[src/rtl/operand_fetch_pkg.sv]
// Shared types and widths for the operand-fetch stage.
// Holds the bypass-source encoding and the ID/EX register layout.
package riscv_pkg;

    localparam int DATA_W   = 32;
    localparam int NUM_REGS = 32;
    localparam int REG_AW   = $clog2(NUM_REGS);
    localparam int CTRL_W   = 16;

    typedef enum logic [2:0] {
        FWD_ZERO = 3'd0,
        FWD_EX   = 3'd1,
        FWD_MEM  = 3'd2,
        FWD_WB   = 3'd3,
        FWD_RF   = 3'd4
    } fwd_sel_e;

    typedef struct packed {
        logic [DATA_W-1:0] op1;
        logic [DATA_W-1:0] op2;
        logic [REG_AW-1:0] rd;
        logic [CTRL_W-1:0] ctrl;
        logic [31:0]       pc;
    } idex_t;

endpackage

[src/rtl/operand_fetch_bypass.sv]
// Combinational operand resolution for one source register.
// Picks the youngest in-flight producer and flags an unresolvable load-use hazard.
module operand_bypass
    import riscv_pkg::*;
#(
    parameter int DATA_WIDTH = 32,
    parameter int AW         = 5
) (
    input  logic                  use_rs,
    input  logic [AW-1:0]         rs,
    input  logic                  ex_wr_en,
    input  logic                  ex_is_load,
    input  logic [AW-1:0]         ex_rd,
    input  logic [DATA_WIDTH-1:0] ex_data,
    input  logic                  mem_wr_en,
    input  logic [AW-1:0]         mem_rd,
    input  logic [DATA_WIDTH-1:0] mem_data,
    input  logic                  wb_wr_en,
    input  logic [AW-1:0]         wb_rd,
    input  logic [DATA_WIDTH-1:0] wb_data,
    input  logic [DATA_WIDTH-1:0] rf_data,
    output logic [DATA_WIDTH-1:0] operand,
    output logic                  hazard
);

    fwd_sel_e sel_s;
    logic     nz_s;

    // Source selection in age order; an unused source never matches anything.
    always_comb begin
        sel_s  = FWD_RF;
        nz_s   = (rs != {AW{1'b0}});
        hazard = use_rs && nz_s && ex_wr_en && ex_is_load && (ex_rd == rs);
        if (!use_rs) begin
            sel_s = FWD_RF;
        end else if (!nz_s) begin
            sel_s = FWD_ZERO;
        end else if (ex_wr_en && !ex_is_load && (ex_rd == rs)) begin
            sel_s = FWD_EX;
        end else if (mem_wr_en && (mem_rd == rs)) begin
            sel_s = FWD_MEM;
        end else if (wb_wr_en && (wb_rd == rs)) begin
            // The register file does not write through, so WB must be bypassed.
            sel_s = FWD_WB;
        end else begin
            sel_s = FWD_RF;
        end
    end

    // Operand mux driven by the selection.
    always_comb begin
        case (sel_s)
            FWD_ZERO: operand = {DATA_WIDTH{1'b0}};
            FWD_EX:   operand = ex_data;
            FWD_MEM:  operand = mem_data;
            FWD_WB:   operand = wb_data;
            FWD_RF:   operand = rf_data;
            default:  operand = rf_data;
        endcase
    end

endmodule

[src/rtl/operand_fetch.sv]
// Decode-to-execute operand stage: register read, bypass, load-use stall and
// the ID/EX pipeline register behind a valid/ready handshake.
module operand_fetch
    import riscv_pkg::*;
#(
    parameter int DATA_WIDTH    = 32,
    parameter int NUM_REGISTERS = 32,
    parameter int CTRL_WIDTH    = 16,
    localparam int AW           = $clog2(NUM_REGISTERS)
) (
    input  logic                  clk,
    input  logic                  rst,
    input  logic                  in_valid,
    output logic                  in_ready,
    input  logic [AW-1:0]         in_rs1,
    input  logic [AW-1:0]         in_rs2,
    input  logic                  in_use_rs1,
    input  logic                  in_use_rs2,
    input  logic [AW-1:0]         in_rd,
    input  logic [CTRL_WIDTH-1:0] in_ctrl,
    input  logic [31:0]           in_pc,
    output logic [AW-1:0]         rf_rd0,
    output logic [AW-1:0]         rf_rd1,
    input  logic [DATA_WIDTH-1:0] rf_data0,
    input  logic [DATA_WIDTH-1:0] rf_data1,
    input  logic                  ex_wr_en,
    input  logic                  ex_is_load,
    input  logic [AW-1:0]         ex_rd,
    input  logic [DATA_WIDTH-1:0] ex_data,
    input  logic                  mem_wr_en,
    input  logic [AW-1:0]         mem_rd,
    input  logic [DATA_WIDTH-1:0] mem_data,
    input  logic                  wb_wr_en,
    input  logic [AW-1:0]         wb_rd,
    input  logic [DATA_WIDTH-1:0] wb_data,
    input  logic                  flush,
    output logic                  out_valid,
    input  logic                  out_ready,
    output logic [DATA_WIDTH-1:0] out_op1,
    output logic [DATA_WIDTH-1:0] out_op2,
    output logic [AW-1:0]         out_rd,
    output logic [CTRL_WIDTH-1:0] out_ctrl,
    output logic [31:0]           out_pc,
    output logic [31:0]           stall_count
);

    logic [DATA_WIDTH-1:0] op1_s;
    logic [DATA_WIDTH-1:0] op2_s;
    logic                  haz1_s;
    logic                  haz2_s;
    logic                  stall_s;
    logic                  accept_s;

    assign rf_rd0 = in_rs1;
    assign rf_rd1 = in_rs2;

    operand_bypass #(.DATA_WIDTH(DATA_WIDTH), .AW(AW)) u_byp1 (
        .use_rs(in_use_rs1), .rs(in_rs1),
        .ex_wr_en(ex_wr_en), .ex_is_load(ex_is_load), .ex_rd(ex_rd), .ex_data(ex_data),
        .mem_wr_en(mem_wr_en), .mem_rd(mem_rd), .mem_data(mem_data),
        .wb_wr_en(wb_wr_en), .wb_rd(wb_rd), .wb_data(wb_data),
        .rf_data(rf_data0), .operand(op1_s), .hazard(haz1_s)
    );

    operand_bypass #(.DATA_WIDTH(DATA_WIDTH), .AW(AW)) u_byp2 (
        .use_rs(in_use_rs2), .rs(in_rs2),
        .ex_wr_en(ex_wr_en), .ex_is_load(ex_is_load), .ex_rd(ex_rd), .ex_data(ex_data),
        .mem_wr_en(mem_wr_en), .mem_rd(mem_rd), .mem_data(mem_data),
        .wb_wr_en(wb_wr_en), .wb_rd(wb_rd), .wb_data(wb_data),
        .rf_data(rf_data1), .operand(op2_s), .hazard(haz2_s)
    );

    assign stall_s  = in_valid && (haz1_s || haz2_s);
    assign in_ready = !rst && !flush && !stall_s && (!out_valid || out_ready);
    assign accept_s = in_valid && in_ready;

    // ID/EX register: flush beats accept, accept beats drain, otherwise hold.
    always_ff @(posedge clk) begin
        if (rst) begin
            out_valid <= 1'b0;
            out_op1   <= {DATA_WIDTH{1'b0}};
            out_op2   <= {DATA_WIDTH{1'b0}};
            out_rd    <= {AW{1'b0}};
            out_ctrl  <= {CTRL_WIDTH{1'b0}};
            out_pc    <= 32'd0;
        end else if (flush) begin
            out_valid <= 1'b0;
        end else if (accept_s) begin
            out_valid <= 1'b1;
            out_op1   <= op1_s;
            out_op2   <= op2_s;
            out_rd    <= in_rd;
            out_ctrl  <= in_ctrl;
            out_pc    <= in_pc;
        end else if (out_ready) begin
            out_valid <= 1'b0;
        end else begin
            out_valid <= out_valid;
        end
    end

    // Saturating count of load-use stall cycles.
    always_ff @(posedge clk) begin
        if (rst) begin
            stall_count <= 32'd0;
        end else if (stall_s && (stall_count != {32{1'b1}})) begin
            stall_count <= stall_count + 32'd1;
        end else begin
            stall_count <= stall_count;
        end
    end

endmodule

[config.mk]
export PLATFORM = sky130hd
export DESIGN_NAME = operand_fetch
export DESIGN_NICKNAME = d
export VERILOG_FILES = /design/src/rtl/operand_fetch_pkg.sv /design/src/rtl/operand_fetch_bypass.sv /design/src/rtl/operand_fetch.sv
export SDC_FILE = /design/constraint.sdc
export NUM_CORES = 1
export LEC_CHECK = 0
export BUFFER_PORTS_ARGS = -buffer_cell sky130_fd_sc_hd__buf_2
export CORE_AREA = 2 2 157 159
export CTS_BUF_LIST = sky130_fd_sc_hd__clkbuf_8 sky130_fd_sc_hd__clkbuf_16
export CTS_CLUSTER_DIAMETER = 120
export DETAILED_ROUTE_END_ITERATION = 8
export DIE_AREA = 0 0 159 161
export GPL_TIMING_DRIVEN = 0
export PLACE_DENSITY = 0.71
export SYNTH_ARGS = -nofsm -noshare
export SYNTH_HDL_FRONTEND = slang
export SYNTH_HIERARCHICAL = 1
export SYNTH_SLANG_ARGS = --single-unit
[constraint.sdc]
create_clock -name clk -period 3 [get_ports clk]
set_input_delay 0.3 -clock clk [delete_from_list [all_inputs] [get_ports clk]]
set_output_delay 0.3 -clock clk [all_outputs]
set_load 0.005 [all_outputs]
## Word level (Yosys, flattened, before mapping)

Index checks and enable logic that the tools add are counted.

| cells by class | value |
|---|---|
| add/subtract/negate cells | 1 |
| multipliers | 0 |
| divide/modulo/power cells | 0 |
| magnitude comparators | 0 |
| eq/ne operators | 13 |
| shift operators | 0 |
| mux-type cells | 14 |
| bitwise gates (word level) | 1 |
| reductions and logical operators | 35 |

Operators with widths:

| kind | count |
|---|---|
| $pmux W32 S4 | 2 |
| $add A32 B1 Y32 const B | 1 |
| $ne A32 B32 Y1 const B | 1 |
| $eq A5 B5 Y1 | 6 |
| $mux W3 | 10 |
| $logic_and A1 B1 Y1 | 21 |
| $eq A3 B2 Y1 const B | 4 |
| $reduce_bool A5 Y1 | 2 |
| $eq A3 B1 Y1 const B | 2 |
| $logic_not A3 Y1 | 2 |
| $logic_not A1 Y1 | 5 |
| $logic_or A1 B1 Y1 | 2 |
| $mux W1 | 2 |
| $reduce_and A2 Y1 | 1 |
| $reduce_bool A2 Y1 | 1 |
| $reduce_or A2 Y1 | 1 |
| $not A1 Y1 | 1 |

| storage, ports and cells | value |
|---|---|
| flip-flop bits (word level) | 150 |
| bits in latches | 0 |
| memory bits (writable) | 0 |
| ROM bits | 0 |
| input bits | 249 |
| output and inout port bits | 161 |
| logic and storage cells | 71 |
| memories kept | 0 |

## Logic depth before layout (Yosys ltp)

Gate-level depths: netlist (run 1).

| depth | value |
|---|---|
| depth in word-level cells | 12 |
| mapped depth | 13 |
| mapped depth without buffers | 9 |

## By module

The synthesis (run 1) kept the hierarchy.

By module, submodules not included:

| module | times used | cells an instance | area an instance (sq um) | seq. area each (sq um) |
|---|---|---|---|---|
| operand_fetch | 1 | 725 | 5794.3 | 3002.9 |
| operand_bypass | 2 | 258 | 1614.0 | 0.0 |

## Worst setup path before layout (run 1)

No wires, ideal clock.

| path | value |
|---|---|
| path kind | input to register |
| start point | input in_rs2[1] |
| end point | register out_op1[0] |
| setup time | 0.132 ns |
| data arrival time | 2.872 ns |
| path slack | -0.005 ns |
| stages on the path | 11 |
| path buffers | 3 |
| path through | or4_1 -> o21ai_2 -> clkbuf_1 -> nor3_1 -> o21a_1 -> nor4_1 -> nand2_1 -> clkbuf_1 -> clkbuf_1 -> nand2_1 -> a21oi_1 |

| on the way | value |
|---|---|
| cells in the longest elaborated chain, start to end | 12 |
| elaborated cells between the ends (all ways) | 13 |

Ends and longest elaborated chain:

| item | RTL line | text |
|---|---|---|
| start: declaration | operand_fetch.sv:16 | `input logic [AW-1:0] in_rs2,` |
| $reduce_bool A5 Y1 | operand_fetch_bypass.sv:32 | `nz_s = (rs != {AW{1'b0}});` |
| $logic_and A1 B1 Y1 (3 in series) | operand_fetch_bypass.sv:33 | `hazard = use_rs && nz_s && ex_wr_en && ex_is_load && (ex_rd == rs);` |
| $logic_and A1 B1 Y1 (*) | operand_fetch_bypass.sv:33 |  |
| net haz2_s | operand_fetch.sv:50 | `logic haz2_s;` |
| $logic_or A1 B1 Y1 (*) | operand_fetch.sv:73 | `assign stall_s = in_valid && (haz1_s \|\| haz2_s);` |
| $logic_and A1 B1 Y1 (*) | operand_fetch.sv:73 |  |
| $logic_not A1 Y1 (*) | operand_fetch.sv:74 | `assign in_ready = !rst && !flush && !stall_s && (!out_valid \|\| out_ready);` |
| $logic_and A1 B1 Y1 (*) (2 in series) | operand_fetch.sv:74 |  |
| net in_ready | operand_fetch.sv:14 | `output logic in_ready,` |
| $logic_and A1 B1 Y1 (*) | operand_fetch.sv:75 | `assign accept_s = in_valid && in_ready;` |
| $reduce_and A2 Y1 (no line) (*) | -- |  |
| end signal: assignment | operand_fetch.sv:81 | `out_op1 <= {DATA_WIDTH{1'b0}};` |
| end signal: assignment | operand_fetch.sv:90 | `out_op1 <= op1_s;` |
| end: declaration | operand_fetch.sv:39 | `output logic [DATA_WIDTH-1:0] out_op1,` |

Mark *: on every way through the listed nets, which the timed path passes. The rest lies on a longest branch.
A chain may end at the register's enable or synchronous reset.

## Worst setup path after layout (run 1)

| path | value |
|---|---|
| start point | input in_rs1[1] |
| end point | output in_ready |

| on the way | value |
|---|---|
| cells in the longest elaborated chain, start to end | 10 |
| elaborated cells between the ends (all ways) | 11 |

Ends and longest elaborated chain:

| item | RTL line | text |
|---|---|---|
| start: declaration | operand_fetch.sv:15 | `input logic [AW-1:0] in_rs1,` |
| $reduce_bool A5 Y1 | operand_fetch_bypass.sv:32 |  |
| $logic_and A1 B1 Y1 (3 in series) | operand_fetch_bypass.sv:33 |  |
| $logic_and A1 B1 Y1 (*) | operand_fetch_bypass.sv:33 |  |
| net haz1_s | operand_fetch.sv:49 | `logic haz1_s;` |
| $logic_or A1 B1 Y1 (*) | operand_fetch.sv:73 |  |
| $logic_and A1 B1 Y1 (*) | operand_fetch.sv:73 |  |
| $logic_not A1 Y1 (*) | operand_fetch.sv:74 |  |
| $logic_and A1 B1 Y1 (*) (2 in series) | operand_fetch.sv:74 |  |
| end: declaration | operand_fetch.sv:14 |  |

Marks and branches as above.

==> flow_metrics.tcl, run 1 <==
set metrics [dict create \
    hp-class "primary input to register" \
    timing.final.ws_setup_ps 99.7 \
    synth-edff-count 0 \
    cp.arrival_ps 2600 \
    powerDensity_nw_per_um2 425 \
    dieArea_um2 25600 \
    ys_ff_latch 150 \
    crit_path_end "in_ready" \
    worst_pin_slew_ps 804 \
    drv_cap 0 \
    power_leakage_nw 5.64 \
    vdd_ir_drop_max_v 0.000323 \
    post_drt_wl_per_cell_um 19.9 \
    cp-start-kind "primary input" \
    synth_cell_type_count 61 \
    yosysTopAreaCell "dfxtp_1" \
    via_per_inst 5.53 \
    ys_top_cells_by_area "dfxtp_1 (33%), nand2_1 (10%), a21oi_1 (7.4%), mux2i_1 (7.2%), o221ai_1 (6.2%)" \
    clk_pin_slew_ps 70 \
    clk_latency_ps 420 \
    area_delta_synth_final_pct 35.6 \
    yosysWarningCount 6 \
    syn_nets 1491 \
    finalNetCount 1920 \
    cts.path.max_buffers 2 \
    gp_congestion 0.944 \
    power_mw 5.20 \
    drt_iter0_markers 979 \
    clockRootBuffer "clkbuf_16" \
    io_buffers 407 \
    cp-startpoint "in_rs1[1]" \
    hpwl_um 31400 \
    vias 11186 \
    rows 57 \
    gr-total-overflow 0 \
    drtAntennaViolNets 0 \
    relSlewSlack_pct 46.4 \
    grt_usage_pct 30.1 \
    fin_crit_ps 2900 \
    cts_buffers 17 \
    ys_seq_area_share_pct 33.3 \
    endpoint_kind "output pin" \
    start_util_pct 37.7 \
    r2r_slack_ps 520 \
    synth-main-ff-cell "dfxtp_1" \
    remaining_drc_errors 0 \
    dpl_worst_slack_ps -1360 \
    max_freq_ghz 0.345 \
    hold_viol_final 0 \
    drv_slew 0 \
    finClkSkew_ps 11.4 \
    drt_pass1_iterations 5 \
    worst-r2r-cell-count 6 \
    htreeDepth 4 \
    rsz0062_at_grt "no" \
    die_x_um 159 \
    path_max_fanout 10 \
    r2r-start "stall_count[0]" \
    async_reset_ff_share_pct 0 \
    post-route-util_pct 51.0 \
    outcome "finished clean" \
    hold_buffers 0 \
    netlist.area_leader.share_pct 33.3 \
    antenna_found_initial 19 \
    syn_avg_cell_area_um2 7.27 \
    ios 410 \
    setup_tns_ps 0 \
    grt_max_degree 17 \
    final_layout_size_suffix_gt1_share_pct 30.5 \
    grt_pass1_wl_um 60200 \
    core_area_um2 24000 \
    cp.required_ps 2700 \
    fp.dieH_um 161 \
    rr_endpoint "stall_count[30]" \
    cts.sinks 150 \
    grt_pass1_vias 10515 \
    finalCritPeriodShare_pct 96.7 \
    syn_area_um2 9020 \
    cts_tree "built" \
    crit_type "primary input to output pin" \
    wirelength_um 40300 \
    finalSetupViolCount 0 \
    syn_inst 1241 \
]
[worst min-delay path by stage]
stage               slack (ps)  cells past startpoint           end         start
floorplan                  440                      2   out_ctrl[0]    in_ctrl[0]
global placement           440                      2  out_ctrl[14]  out_ctrl[14]
detailed placement         440                      2   out_op2[21]   out_op2[21]
CTS                        100                      3   out_ctrl[3]    in_ctrl[3]
global route               100                      3    out_pc[22]     in_pc[22]
finish                     110                      3     out_pc[0]      in_pc[0]
[cell families (layout without fill, tap and decap cells)]
kind of cell / Yosys count / count (layout) / share of synthesized area, %
AO/OA/AOI/OAI: 242 / 242 / 17.6
XOR/XNOR: 32 / 32 / 3.11
adder cells (fa/ha/maj): 1 / 1 / 0.139
buffers and inverters: 198 / 640 / 9.87
flip-flops: 150 / 150 / 33.3
multiplexers: 67 / 67 / 7.46
other: 0 / 14 / 0
AND/OR/NAND/NOR: 551 / 551 / 28.5
[layout by cell type, fill, tap and decap left out, types with 12 or more instances in the layout]
cell type and count:
clkbuf_16 17, mux2i_1 65, dfxtp_1 150, nand4_1 78, clkbuf_1 66, nor2_1 84, a21oi_1 134, nand2_1 251
buf_4 18, nand2b_1 12, buf_2 425, nand3_1 71, diode_2 14, inv_1 80, xnor2_1 31, o221ai_1 64
[worst max-delay path: stages]
cell,delay [ps]
buf_2,150
or4_1,600
o21ai_4,210
clkbuf_8,210
nor3_1,100
o21a_1,260
nor4_4,370
buf_4,180
buf_4,90
buf_2,110
[flip-flops by register name (all words and copies together), names as in the netlist]
signal,cells
out_op2,32
out_ctrl,16
stall_count,32
out_pc,32
out_rd,5
out_op1,32
out_valid,1
[synth_stat cells (all sizes together) (5+ instances only)]
cell and count:
nand3 72, nor3 9, nor2 84, a21oi 134, nand2 252, clkbuf 73, nand2b 12, or4 6
dfxtp 150, inv 81, mux2i 65, o221ai 64, o31ai 5, o21ai 14, or3 11, xnor2 31
nand4 79, buf 43, nor4 5
[report_power, final]
part	switching [mW]	internal (mW)
registers	0.0277	2.04
clock network	0.962	1.33
logic	0.491	0.342
total	1.48	3.72
[metrics by stage]
step	area [um2]	hold slack, ps	std cells
after floorplan	9030	436	1241
after global placement	11500	439	1972
after detailed placement	11500	443	1972
after CTS	12200	95.5	2007
after global routing	12200	95.6	2018
final	12200	113	2021
[area by class of cell]
class,instances,area [um2]
diodes,14,35.0
plain buffers,116,624
clock buffers,17,425
clock inverters,15,189
fillers,2471,11700
inverters,81,304
multi-input cells,893,5180
flip-flops and latches,150,3000
well taps,324,405
repair buffers,411,2070
[timing repair]
item / 4_1_cts / 5_1_grt
gates cloned: 0 / 0
resized for setup: 18 / 6
endpoints found under the hold margin: 0 / 0
buffers inserted: 3 / 1
pin swaps: 3 / 1
endpoints found under the setup margin: 121 / 44
[layer usage]
layer  global-route usage [%]  vias to the layer above  routed length (um)
met1                     38.5                     5247               16500
met4                     13.0                        8                1510
met2                     48.2                      611               18500
li1                         -                     5226                   -
met3                     7.73                       94                3730
met5                        0                        -                  53
Note: power is estimated with default switching activity, not from simulation.
==> run 2, diff against run 1 <==
Settings changed: PLACE_DENSITY 0.71 to 0.69, SYNTH_HIERARCHICAL 1 to unset.
==> flow_metrics.tcl, run 2 <==
set metrics [dict create \
    outcome "finished clean" \
    ys_top_cells_by_area "dfxtp_1 (35%), nand2_1 (6.9%), nand3_1 (4.9%), a221oi_2 (4.8%), o21ai_1 (4.6%)" \
    cts_tree "built" \
    synthTopCellsByCount "nand2_1 (156), dfxtp_1 (150), nand3_1 (84)" \
    p_sw_mw 1.47 \
    gr-total-overflow 0 \
    cp.required_ps 2700 \
    remaining_drc_errors 0 \
    ios 410 \
    vias 9970 \
    instances_no_fill 1801 \
    seq_power_share_pct 41.6 \
    drv_slew 0 \
    setup_tns_ps 0 \
    r2r-start "stall_count[1]" \
    cts_setup_buffers 0 \
    synth-edff-count 0 \
    final_common_cell "buf_2" \
    cts.path.max_buffers 2 \
    hold_viol_final 0 \
    hpwl_um 28700 \
    worstPathCellList "buf_2 -> or4_1 -> o21ai_1 -> nor3_2 -> o21ai_1 -> and2_1 -> buf_2" \
    gp_congestion 0.933 \
    crit_family "simple AND/OR/NAND/NOR gates" \
    finalNetCount 1712 \
    rr_endpoint "stall_count[1]" \
    cp.arrival_ps 2290 \
    critPathMaxStageDelay_ps 570 \
    yosysMostFrequentCell "nand2_1" \
    grt_pass1_vias 9706 \
    yosysTopAreaCell "dfxtp_1" \
    multi_input_area_um2 4960 \
    hold_buffers 0 \
    syn_avg_cell_area_um2 8.20 \
    r2r_slack_ps 560 \
    area_delta_synth_final_pct 35.5 \
    async_reset_ff_share_pct 0 \
    cts_buffers 17 \
    finClkSkew_ps 14.9 \
    fin_crit_ps 2590 \
    synth-main-ff-cell "dfxtp_1" \
    p_int_mw 3.58 \
    yosysWarningCount 0 \
    crit_type "primary input to output pin" \
    fp.dieH_um 161 \
    die_x_um 159 \
    holdPathStages 2 \
    finalSetupViolCount 0 \
    cp_slowest_cell "or4_1" \
    drt_pass1_iterations 7 \
    clk_latency_ps 420 \
    ys_ff_latch 150 \
    met1_usage_pct 33.1 \
    drv_cap 0 \
    power_leakage_nw 5.03 \
    syn_nets 1287 \
    grt_max_degree 17 \
    io_buffers 406 \
    clkPwrFrac_pct 42.6 \
    start_util_pct 35.5 \
    post_drt_wl_per_cell_um 20.4 \
    relSlewSlack_pct 21.6 \
    ff_latch_area_um2 3000 \
    p_comb_share_pct 15.8 \
    dp_cells 1767 \
    fill_cells 2451 \
    path_buf_inv 2 \
    syn_area_um2 8500 \
    syn_inst 1037 \
    htreeDepth 4 \
    vdd_ir_drop_max_v 0.000312 \
    max_freq_ghz 0.387 \
    endpoint_kind "output pin" \
    grt_usage_pct 27.6 \
    path_max_fanout 7 \
    cp-start-kind "primary input" \
    worst-r2r-cell-count 9 \
    post-route-util_pct 48.1 \
    drtAntennaViolNets 0 \
    power_mw 5.06 \
    met3_usage_pct 6.39 \
    hp-class "primary input to register" \
    grt.busiest_layer "met2" \
    ys_seq_area_share_pct 35.3 \
    cts.sinks 150 \
    dieArea_um2 25600 \
    finalCritPeriodShare_pct 86.2 \
    clk_pin_slew_ps 70 \
    post_cts_resized 0 \
    powerDensity_nw_per_um2 439 \
    core_area_um2 24000 \
    min_to "out_valid" \
    via_per_inst 5.54 \
    final_layout_size_suffix_gt1_share_pct 37.4 \
    rsz0062_at_grt "no" \
    drt_iter0_markers 826 \
    met2_usage_pct 48.4 \
    worst_pin_slew_ps 1160 \
    mostFrequentLayoutCells "buf_2 (427), nand2_1 (156), dfxtp_1 (150)" \
    rows 57 \
    switching_share_pct 29.1 \
    synth_cell_type_count 57 \
    hp-start "flush" \
    grt_pass1_wl_um 55600 \
    antenna_found_initial 5 \
    clockRootBuffer "clkbuf_16" \
    netlist.area_leader.share_pct 35.3 \
    wirelength_um 36700 \
]
-- run 2: cell count changes in the layout (fill, tap and decap cells not counted), moves of 62 or more --
cell      previous run  this run
inv_1               80         7
o21ai_1              1        78
mux2i_1             65         2
nor2_1              84        13
o221ai_1            64         0
nor3_1               8        70
nand2_1            251       156
nand4_1             78         6
-- run 2: worst max-delay path by stage --
| stage | startpoint | end | slack [ps] | cells after the start |
|---|---|---|---|---|
| after floorplan | in_rs2[4] | out_op2[11] | 860 | 7 |
| after global placement | in_rs2[4] | out_op2[14] | 50 | 8 |
| final | in_rs2[2] | in_ready | 410 | 7 |
| after CTS | in_rs2[2] | in_ready | 440 | 7 |
| after global routing | in_rs2[0] | out_op2[14] | 150 | 8 |
| after detailed placement | in_rs2[0] | out_op2[14] | 40 | 8 |
-- run 2: kinds of logic after synthesis --
kind of cell / share of synthesized area, %
xor+xnor: 3.49
mux: 8.85
buf+inv: 6.36
compound gates: 22.9
fa+ha+maj: 0.147
flops: 35.3
simple gates: 23.0
-- run 2: metrics by stage --
stage,hold slack (ps),area [um2],setup WS [ps]
floorplan,378,8500,861
global placement,440,10900,46.5
detailed placement,444,10900,43.6
CTS,34.2,11500,437
global route,40.4,11500,154
finish,65.6,11500,414
-- run 2: area by class of cell --
cell class,instances,share of cell area (%)
well taps,324,3.52
multi-input cells,779,43.0
clock buffers,18,3.81
plain buffers,101,4.46
repair buffers,406,17.6
flip-flops and latches,150,26.1
inverters,7,0.228
diodes,3,0.0652
clock inverters,13,1.19
-- run 2: power by group through the flow --
stage                     sequential, mW  clock (mW)  combinational [mW]
after floorplan                     2.15           0               0.350
after global placement              2.15           0               0.787
after detailed placement            2.15           0               0.792
after CTS                           2.10        2.20               0.795
after global routing                2.11        2.30               0.863
final                               2.10        2.15               0.797
-- run 2: layer usage --
layer,share of wire (%),wire [um]
met4,3.0,1090
met5,0.038,14
met1,39,14500
met3,8.5,3120
met2,49,18000
==> run 3, diff against run 2 <==
Settings changed: CORE_AREA 2 2 157 159 to 2 2 158 160, DIE_AREA 0 0 159 161 to 0 0 160 162, PLACE_DENSITY 0.69 to 0.68.
==> flow_metrics.tcl, run 3 (synthesized netlist as in run 2, its figures left out) <==
set metrics [dict create \
    outcome "finished clean" \
    wirelength_um 37300 \
    core_area_um2 24100 \
    whs_ps 62.6 \
    dieArea_um2 25900 \
    clockRootBuffer "clkbuf_16" \
    grt_pass1_vias 9724 \
    start_util_pct 35.3 \
    via_per_inst 5.52 \
    mostFrequentLayoutCells "buf_2 (427), nand2_1 (156), dfxtp_1 (150)" \
    instances_no_fill 1801 \
    dp_cells 1767 \
    clk_latency_ps 430 \
    cts.path.max_buffers 2 \
    post_drt_wl_per_cell_um 20.7 \
    cts.sinks 150 \
    vias 9940 \
    hold_buffers 0 \
    worstPathCellList "buf_2 -> xnor2_1 -> nand3_1 -> nor3_2 -> clkbuf_1 -> mux2_2 -> a222oi_1 -> o21ai_1" \
    die_x_um 160 \
    htreeDepth 4 \
    rsz0062_at_grt "no" \
    final_layout_size_suffix_gt1_share_pct 37.4 \
    post-route-util_pct 47.8 \
    max_freq_ghz 0.380 \
    cts_tree "built" \
    relSlewSlack_pct 38.9 \
    path_max_fanout 10 \
    finalNetCount 1712 \
    gr-total-overflow 0 \
    hp-class "primary input to register" \
    cp_slowest_cell "nor3_2" \
    hold_viol_final 0 \
    post_cts_resized 0 \
    worst_pin_slew_ps 905 \
    ios 410 \
    drt_iter0_markers 730 \
    gp_congestion 0.946 \
    powerDensity_nw_per_um2 443 \
    drt_pass1_iterations 6 \
    vdd_ir_drop_max_v 0.000271 \
    rows 57 \
    cp-start-kind "primary input" \
    grt_usage_pct 27.7 \
    finClkSkew_ps 16.6 \
    cts_setup_buffers 0 \
    grt_pass1_wl_um 56000 \
    antenna_found_initial 7 \
    remaining_drc_errors 0 \
    drv_cap 0 \
    cp.arrival_ps 2930 \
    final_common_cell "buf_2" \
    crit_type "primary input to register" \
    endpoint_kind "register" \
    clk_pin_slew_ps 70 \
    drv_slew 0 \
    area_delta_synth_final_pct 35.6 \
    fin_crit_ps 2630 \
    grt_max_degree 17 \
    fp.dieH_um 162 \
    power_leakage_nw 5.04 \
    drtAntennaViolNets 0 \
    finalSetupViolCount 0 \
    cts_buffers 17 \
    finalCritPeriodShare_pct 87.8 \
    io_buffers 406 \
    setup_tns_ps 0 \
    critPathMaxStageDelay_ps 650 \
    hpwl_um 29300 \
    fill_cells 2513 \
    cp.required_ps 3300 \
]
run 3: changes by cell type in the layout (fill, tap and decap cells not counted):
cell | before | now
clkinv_4 | 0 | 1
clkinv_2 | 0 | 1
inv_6 | 5 | 6
inv_8 | 3 | 4
clkbuf_8 | 1 | 0
diode_2 | 3 | 2
clkinvlp_4 | 4 | 2
run 3: critical path, delay by kind of cell:
| kind | cells | cell delay [ps] |
|---|---|---|
| and+or+nand+nor | 2 | 840 |
| buffers and inverters | 2 | 700 |
| AOI/OAI and AO/OA | 2 | 500 |
| muxes | 1 | 410 |
| xor gates and xnor gates | 1 | 170 |
run 3: worst paths after layout:
check | start | slack, ps | endpoint | cells after the start
worst min register to register | out_pc[6] | 450 | out_pc[6] | 2
worst max-delay path | in_rs2[4] | 370 | out_op2[11] | 8
worst max register to register | stall_count[1] | 430 | stall_count[1] | 9
worst min-delay path | flush | 60 | out_valid | 2
run 3: layout make-up:
cell class	count	area, um2	share of cell area (%)
buffer	101	514	4.46
inverter	7	26.3	0.228
clock inverter	15	156	1.36
antenna	2	5.00	0.0434
multi-input combinational	779	4960	43.0
timing repair buffer	406	2030	17.6
tap	324	405	3.52
clock buffer	17	425	3.69
sequential	150	3000	26.1
run 3: per-layer routing:
layer  vias to the layer above  track usage, %  wire [um]
met5                         -               0         57
met4                         8            9.50       1050
met3                        66            6.44       2880
met2                       487            50.3      18500
met1                      4689            32.1      14700
li1                       4690               -          -
run 3: report_power, final:
group	switching (mW)	leakage (nW)	internal [mW]
Combinational	0.474	3.54	0.324
Sequential	0.0401	1.22	2.07
Clock	1.02	0.283	1.18
run 3: through the flow:
stage	power, mW	instance area (um2)	setup WS (ps)
2_1_floorplan	2.50	8500	861
3_3_place_gp	2.94	10900	6.92
3_5_place_dp	2.94	10900	-31.3
4_1_cts	5.15	11500	410
5_1_grt	5.30	11500	252
6_report	5.11	11500	365
